<file path="src/rtl/sram_puf_pkg.sv">
// ---------------------------------------------------------------------------
// sram_puf_pkg
// Shared definitions for the SRAM PUF read controller.
//   - state_e        : controller FSM states
//   - NBYTES_DEF     : default number of PUF bytes per response
//   - CMP_OFFSET_DEF : default address distance to the comparison block
// ---------------------------------------------------------------------------
package sram_puf_pkg;

    localparam int unsigned NBYTES_DEF     = 16;
    localparam int unsigned CMP_OFFSET_DEF = 32;

    typedef enum logic [1:0] {
        IDLE   = 2'd0,
        RD_PRI = 2'd1,
        RD_CMP = 2'd2,
        DONE   = 2'd3
    } state_e;

endpackage

</file>
<file path="src/rtl/popcount8.sv">
// ---------------------------------------------------------------------------
// popcount8
// Combinational population count of one byte.
//   data_i  [7:0] : byte to count
//   count_o [3:0] : number of set bits (0..8)
// ---------------------------------------------------------------------------
module popcount8 (
    input  logic [7:0] data_i,
    output logic [3:0] count_o
);

    always_comb begin
        count_o = 4'd0;
        for (int i = 0; i < 8; i++) begin
            count_o = count_o + {3'd0, data_i[i]};
        end
    end

endmodule

</file>
<file path="src/rtl/sram_puf_ctrl.sv">
// ---------------------------------------------------------------------------
// sram_puf_ctrl
// Reads an NBYTES-byte PUF response from an SRAM with a registered read port
// (data returns one cycle after mem_re). With SRAM_PUF_HD_EN defined, a second
// block at base_addr+CMP_OFFSET is read straight after the first and the
// Hamming distance between the two blocks is accumulated into hd. Without the
// macro the comparison pass is absent and hd is tied to 0.
//
// Ports
//   clk       : clock, rising edge
//   rst       : synchronous active-high reset
//   start     : request one response (accepted only in IDLE)
//   base_addr : first PUF byte address, latched on acceptance
//   busy      : high in every state except IDLE
//   done      : one-cycle pulse, response/hd valid
//   response  : packed PUF bytes, byte i at [8i+7:8i]
//   hd        : Hamming distance primary vs comparison block
//   mem_addr  : SRAM address
//   mem_re    : SRAM read enable
//   mem_q     : SRAM read data, latency 1
// ---------------------------------------------------------------------------
module sram_puf_ctrl
    import sram_puf_pkg::*;
#(
    parameter int unsigned NBYTES     = NBYTES_DEF,
    parameter int unsigned CMP_OFFSET = CMP_OFFSET_DEF
) (
    input  logic                            clk,
    input  logic                            rst,
    input  logic                            start,
    input  logic [31:0]                     base_addr,
    output logic                            busy,
    output logic                            done,
    output logic [NBYTES*8-1:0]             response,
    output logic [$clog2(NBYTES*8+1)-1:0]   hd,
    output logic [31:0]                     mem_addr,
    output logic                            mem_re,
    input  logic [7:0]                      mem_q
);

    localparam int unsigned IDX_W = (NBYTES > 1) ? $clog2(NBYTES) : 1;
    localparam int unsigned HD_W  = $clog2(NBYTES*8+1);
    localparam logic [IDX_W-1:0] LAST_IDX = IDX_W'(NBYTES-1);

    state_e                 state_q,  state_d;
    logic [31:0]            addr_q,   addr_d;
    logic                   re_q,     re_d;
    logic [IDX_W-1:0]       idx_q,    idx_d;     // byte index of the read issued this cycle
    logic                   rd_vld_q, rd_vld_d;  // mem_q carries a requested byte this cycle
    logic [IDX_W-1:0]       rd_idx_q, rd_idx_d;  // which byte mem_q belongs to
    logic [NBYTES*8-1:0]    resp_q,   resp_d;

`ifdef SRAM_PUF_HD_EN
    logic [31:0]            base_q,   base_d;
    logic                   rd_cmp_q, rd_cmp_d;  // mem_q belongs to the comparison block
    logic [HD_W-1:0]        hd_q,     hd_d;
    logic [7:0]             diff;
    logic [3:0]             diff_cnt;

    assign diff = resp_q[{rd_idx_q, 3'b000} +: 8] ^ mem_q;

    popcount8 u_popcount8 (
        .data_i  (diff),
        .count_o (diff_cnt)
    );
`endif

    // NOTE: every always_comb output gets a default before any branch, so no
    // path leaves a variable unassigned and no latch is inferred.
    always_comb begin
        state_d  = state_q;
        addr_d   = addr_q;
        re_d     = 1'b0;
        idx_d    = idx_q;
        rd_vld_d = 1'b0;
        rd_idx_d = rd_idx_q;
        resp_d   = resp_q;
`ifdef SRAM_PUF_HD_EN
        base_d   = base_q;
        rd_cmp_d = rd_cmp_q;
        hd_d     = hd_q;
`endif

        // Return path: the byte requested last cycle is on mem_q now.
        if (rd_vld_q) begin
`ifdef SRAM_PUF_HD_EN
            if (rd_cmp_q) begin
                hd_d = hd_q + HD_W'(diff_cnt);
            end else begin
                resp_d[{rd_idx_q, 3'b000} +: 8] = mem_q;
            end
`else
            resp_d[{rd_idx_q, 3'b000} +: 8] = mem_q;
`endif
        end

        case (state_q)
            IDLE: begin
                if (start) begin
                    state_d = RD_PRI;
                    addr_d  = base_addr;
                    re_d    = 1'b1;
                    idx_d   = '0;
                    resp_d  = '0;
`ifdef SRAM_PUF_HD_EN
                    base_d  = base_addr;
                    hd_d    = '0;
`endif
                end
            end

            // Issue phase while re_q is high; one extra cycle with re_q low
            // drains the last return before DONE (unless RD_CMP takes over).
            RD_PRI: begin
                if (re_q) begin
                    rd_vld_d = 1'b1;
                    rd_idx_d = idx_q;
`ifdef SRAM_PUF_HD_EN
                    rd_cmp_d = 1'b0;
`endif
                    if (idx_q != LAST_IDX) begin
                        re_d   = 1'b1;
                        addr_d = addr_q + 32'd1;
                        idx_d  = idx_q + IDX_W'(1);
                    end
`ifdef SRAM_PUF_HD_EN
                    else begin
                        state_d = RD_CMP;
                        re_d    = 1'b1;
                        addr_d  = base_q + 32'(CMP_OFFSET);
                        idx_d   = '0;
                    end
`endif
                end else begin
                    state_d = DONE;
                end
            end

`ifdef SRAM_PUF_HD_EN
            RD_CMP: begin
                if (re_q) begin
                    rd_vld_d = 1'b1;
                    rd_idx_d = idx_q;
                    rd_cmp_d = 1'b1;
                    if (idx_q != LAST_IDX) begin
                        re_d   = 1'b1;
                        addr_d = addr_q + 32'd1;
                        idx_d  = idx_q + IDX_W'(1);
                    end
                end else begin
                    state_d = DONE;
                end
            end
`endif

            DONE: begin
                state_d = IDLE;
            end

            default: begin
                state_d = IDLE;
            end
        endcase
    end

    // NOTE: state registers use non-blocking assignments so every flop samples
    // the pre-edge values regardless of block ordering.
    always_ff @(posedge clk) begin
        if (rst) begin
            state_q  <= IDLE;
            addr_q   <= '0;
            re_q     <= 1'b0;
            idx_q    <= '0;
            rd_vld_q <= 1'b0;   // drops any read still in flight
            rd_idx_q <= '0;
            resp_q   <= '0;
`ifdef SRAM_PUF_HD_EN
            base_q   <= '0;
            rd_cmp_q <= 1'b0;
            hd_q     <= '0;
`endif
        end else begin
            state_q  <= state_d;
            addr_q   <= addr_d;
            re_q     <= re_d;
            idx_q    <= idx_d;
            rd_vld_q <= rd_vld_d;
            rd_idx_q <= rd_idx_d;
            resp_q   <= resp_d;
`ifdef SRAM_PUF_HD_EN
            base_q   <= base_d;
            rd_cmp_q <= rd_cmp_d;
            hd_q     <= hd_d;
`endif
        end
    end

    assign busy     = (state_q != IDLE);
    assign done     = (state_q == DONE);
    assign response = resp_q;
    assign mem_addr = addr_q;
    assign mem_re   = re_q;
`ifdef SRAM_PUF_HD_EN
    assign hd       = hd_q;
`else
    assign hd       = '0;
`endif

endmodule
</file>
<file path="config.mk">
export PLATFORM = sky130hd
export DESIGN_NAME = sram_puf_ctrl
export DESIGN_NICKNAME = d
export VERILOG_FILES = /design/src/rtl/sram_puf_pkg.sv /design/src/rtl/popcount8.sv /design/src/rtl/sram_puf_ctrl.sv
export SDC_FILE = /design/constraint.sdc
export NUM_CORES = 1
export LEC_CHECK = 0
export ABC_AREA = 1
export CAP_MARGIN = 5
export CORE_ASPECT_RATIO = 1.2
export CORE_MARGIN = 5
export CORE_UTILIZATION = 51
export CTS_CLUSTER_DIAMETER = 60
export CTS_CLUSTER_SIZE = 16
export DETAILED_ROUTE_END_ITERATION = 8
export GPL_TIMING_DRIVEN = 0
export HOLD_SLACK_MARGIN = 0.05
export PLACE_DENSITY = 0.85
export SYNTH_ARGS = -nofsm -noshare
export SYNTH_HDL_FRONTEND = slang
export SYNTH_HIERARCHICAL = 1
export SYNTH_SLANG_ARGS = --single-unit
</file>
<file path="constraint.sdc">
create_clock -name clk -period 3.4 [get_ports clk]
set_input_delay 0.51 -clock clk [delete_from_list [all_inputs] [get_ports clk]]
set_output_delay 0.51 -clock clk [all_outputs]
set_load 0.005 [all_outputs]
</file>
==> flow_summary.yaml <==
routing:
  vias: 7942
  drt_iter0_markers: 871
  drt-total-wl_um: 24990
  ant_nets: 0
  drc: 0
  wl_per_cell_um: 17.38
  dr.pass1.iters: 7
  viasPerCell: 5.523
sta:
  slew_headroom: 0.4394
  skew_ns: 0.01058
  fin_crit_ns: 2.301
  max_freq_mhz: 434.5
  finalSetupViolCount: 0
  period_share: 0.6769
  tns_ns: 0
  hold_viol_final: 0
  tightest_slew_ns: 0.8408
  slew_violations: 0
  grt_setup_unrepaired: "false"
  setup_ws_ns: 1.099
final_layout:
  drive_gt1_frac: 0.06888
  fin_cells: 1438
  diodes: 0
  layout.cells.most_common: "clkdlybuf4s50_1"
  layout_common_cells: "204 x clkdlybuf4s50_1, 172 x dfxtp_1, 171 x nand2_1"
  fin_nets: 1296
  area_growth_pct: 39.01
  final_core_util: 0.7199
power:
  p_clk_frac: 0.424
  p_int_mw: 3.251
  power_frac_comb: 0.110
  p_per_area_nw_per_um2: 442.2
  ir_worst_vdd_uv: 268.6
  p_leak_nw: 3.875
  p_switching_mw: 1.299
  p_sw_frac: 0.2854
  p_seq_frac: 0.466
global_route:
  antenna_found_initial: 0
  grt_first_pass_wirelength_um: 39070
  grt_pass1_vias: 7622
  grt.total_usage: 0.2896
  grt_overflow: 0
  grt_max_degree: 20
worst_hold_path:
  hold_class: "reg2reg"
setup_path:
  crit_arrival_ns: 2.59
  crit_type: "reg2reg"
  r2r_slack_ns: 1.10
  crit_required_ns: 3.69
  end_kind: "flop"
  critPathLaunchType: "flop"
  cp_max_fo: 7
clock_tree:
  clockBufferDepth: 2
  clk_latency_ns: 0.44
  cts_num_sinks: 172
  htreeDepth: 4
  cts_tree: "yes"
  clk_pin_slew_ns: 0.07
  cts_root_buffer: "clkbuf_16"
  ctsHoldBuffers: 0
  numCtsBuffers: 17
  ctsResizeCount: 0
  post_cts_buffers: 0
floorplanning:
  ios: 214
  initial_core_util: 0.5179
  die_y_um: 142.0
  die_w_um: 120.0
  rows: 48
  core-area_sq_um: 14290
  dieArea_sq_um: 17030
placed_design:
  place.gp.congestion: 0.9817
  dp_hpwl_um: 18250
  numPortBuffers: 204
  post-place-ws_ns: 0.7440
  dp_cells: 1406
synth:
  synth_edf_count: 0
  ys_seq_area_frac: 0.4652
  syn_inst: 1020
  yosysUniqueCellTypes: 43
  syn_area_sq_um: 7402
  post_synth.cell_area_avg_sq_um: 7.257
  async_flop_share: 0
  ys_seq_elements: 172
  synth_top_flop_cell: "dfxtp_1"
  ys_warn_count: 6
outcome:
  status: "finished clean"
run:
  cap_violations: 0
kinds of logic after synthesis:
| logic type | count (synthesis) | synth area share |
|---|---|---|
| compound gates | 297 | 0.2052 |
| xor+xnor | 4 | 0.005748 |
| buf+inv | 124 | 0.07353 |
| fa+ha+maj | 3 | 0.005072 |
| other cells | 1 | 0.0005066 |
| flops | 172 | 0.4652 |
| simple gates | 419 | 0.2448 |
worst paths after layout:
check,startpoint,to,depth (start not counted)
setup / recovery,mem_addr[0]$_SDFFE_PP0P_,mem_addr[18]$_SDFFE_PP0P_,10
hold / removal,response[113]$_SDFF_PP0_,response[113]$_SDFF_PP0_,2
setup reg to reg,mem_addr[0]$_SDFFE_PP0P_,mem_addr[18]$_SDFFE_PP0P_,10
hold reg to reg,response[113]$_SDFF_PP0_,response[113]$_SDFF_PP0_,2
cells in the mapped netlist (4+ instances only):
master    instances  share of area
buf_4            15          0.015
inv_2             7         0.0036
o21ai_0         145          0.098
a211oi_1          5         0.0051
inv_1            56          0.028
dfxtp_1         172           0.47
buf_1             4         0.0020
buf_2            10         0.0068
nand3_1          48          0.032
a21oi_1         135          0.091
nor2_1          166          0.084
nand4_1           5         0.0042
nor3_1            6         0.0041
nand2_1         171          0.087
clkbuf_1         28          0.014
metal layers:
metal	global-route usage	vias up	wire, um
met2	0.5036	400	12070
met5	0	-	0
met4	0.1598	0	1328
li1	-	3821	-
met3	0.07634	86	2206
met1	0.3225	3635	9392
critical path: stages (launching register included):
cell	delay (ns)
dfxtp_1	0.45
ha_1	0.23
nand2_1	0.08
nor2_1	0.40
nand2_1	0.17
nor2_1	0.41
nand3_1	0.13
nand2_1	0.10
nand2_1	0.05
nand2_1	0.08
a21oi_1	0.06
state kept, by name, indices dropped and copies added, names as in the netlist:
register  count
rd_idx_q      4
response    128
mem_addr     32
mem_re        1
rd_vld_q      1
state_q       2
idx_q         4
stage by stage:
stage               instance area [sq um]  power [mW]  hold slack, ns
global route                        10290       4.690          0.4910
global placement                     9689       2.648          0.4461
CTS                                 10290       4.542          0.4669
floorplan                            7428       2.413          0.4397
detailed placement                   9689       2.654          0.4503
finish                              10290       4.550          0.4644
power by group through the flow:
stage | Clock, mW | Combinational (mW) | Sequential [mW]
2_1_floorplan | 0 | 0.265 | 2.15
3_3_place_gp | 0 | 0.484 | 2.16
3_5_place_dp | 0 | 0.492 | 2.16
4_1_cts | 1.93 | 0.495 | 2.12
5_1_grt | 2.01 | 0.549 | 2.13
6_report | 1.93 | 0.500 | 2.12
layout make-up:
type | instances | area (sq um)
Fill cell | 1187 | 4004
Sequential cell | 172 | 3443
Multi-Input combinational cell | 731 | 3441
Timing Repair Buffer | 204 | 2042
Clock buffer | 17 | 425.4
Buffer | 58 | 294.0
Inverter | 66 | 250.2
Tap cell | 175 | 219.0
Clock inverter | 15 | 175.2
Power figures use the tool's default switching activity.
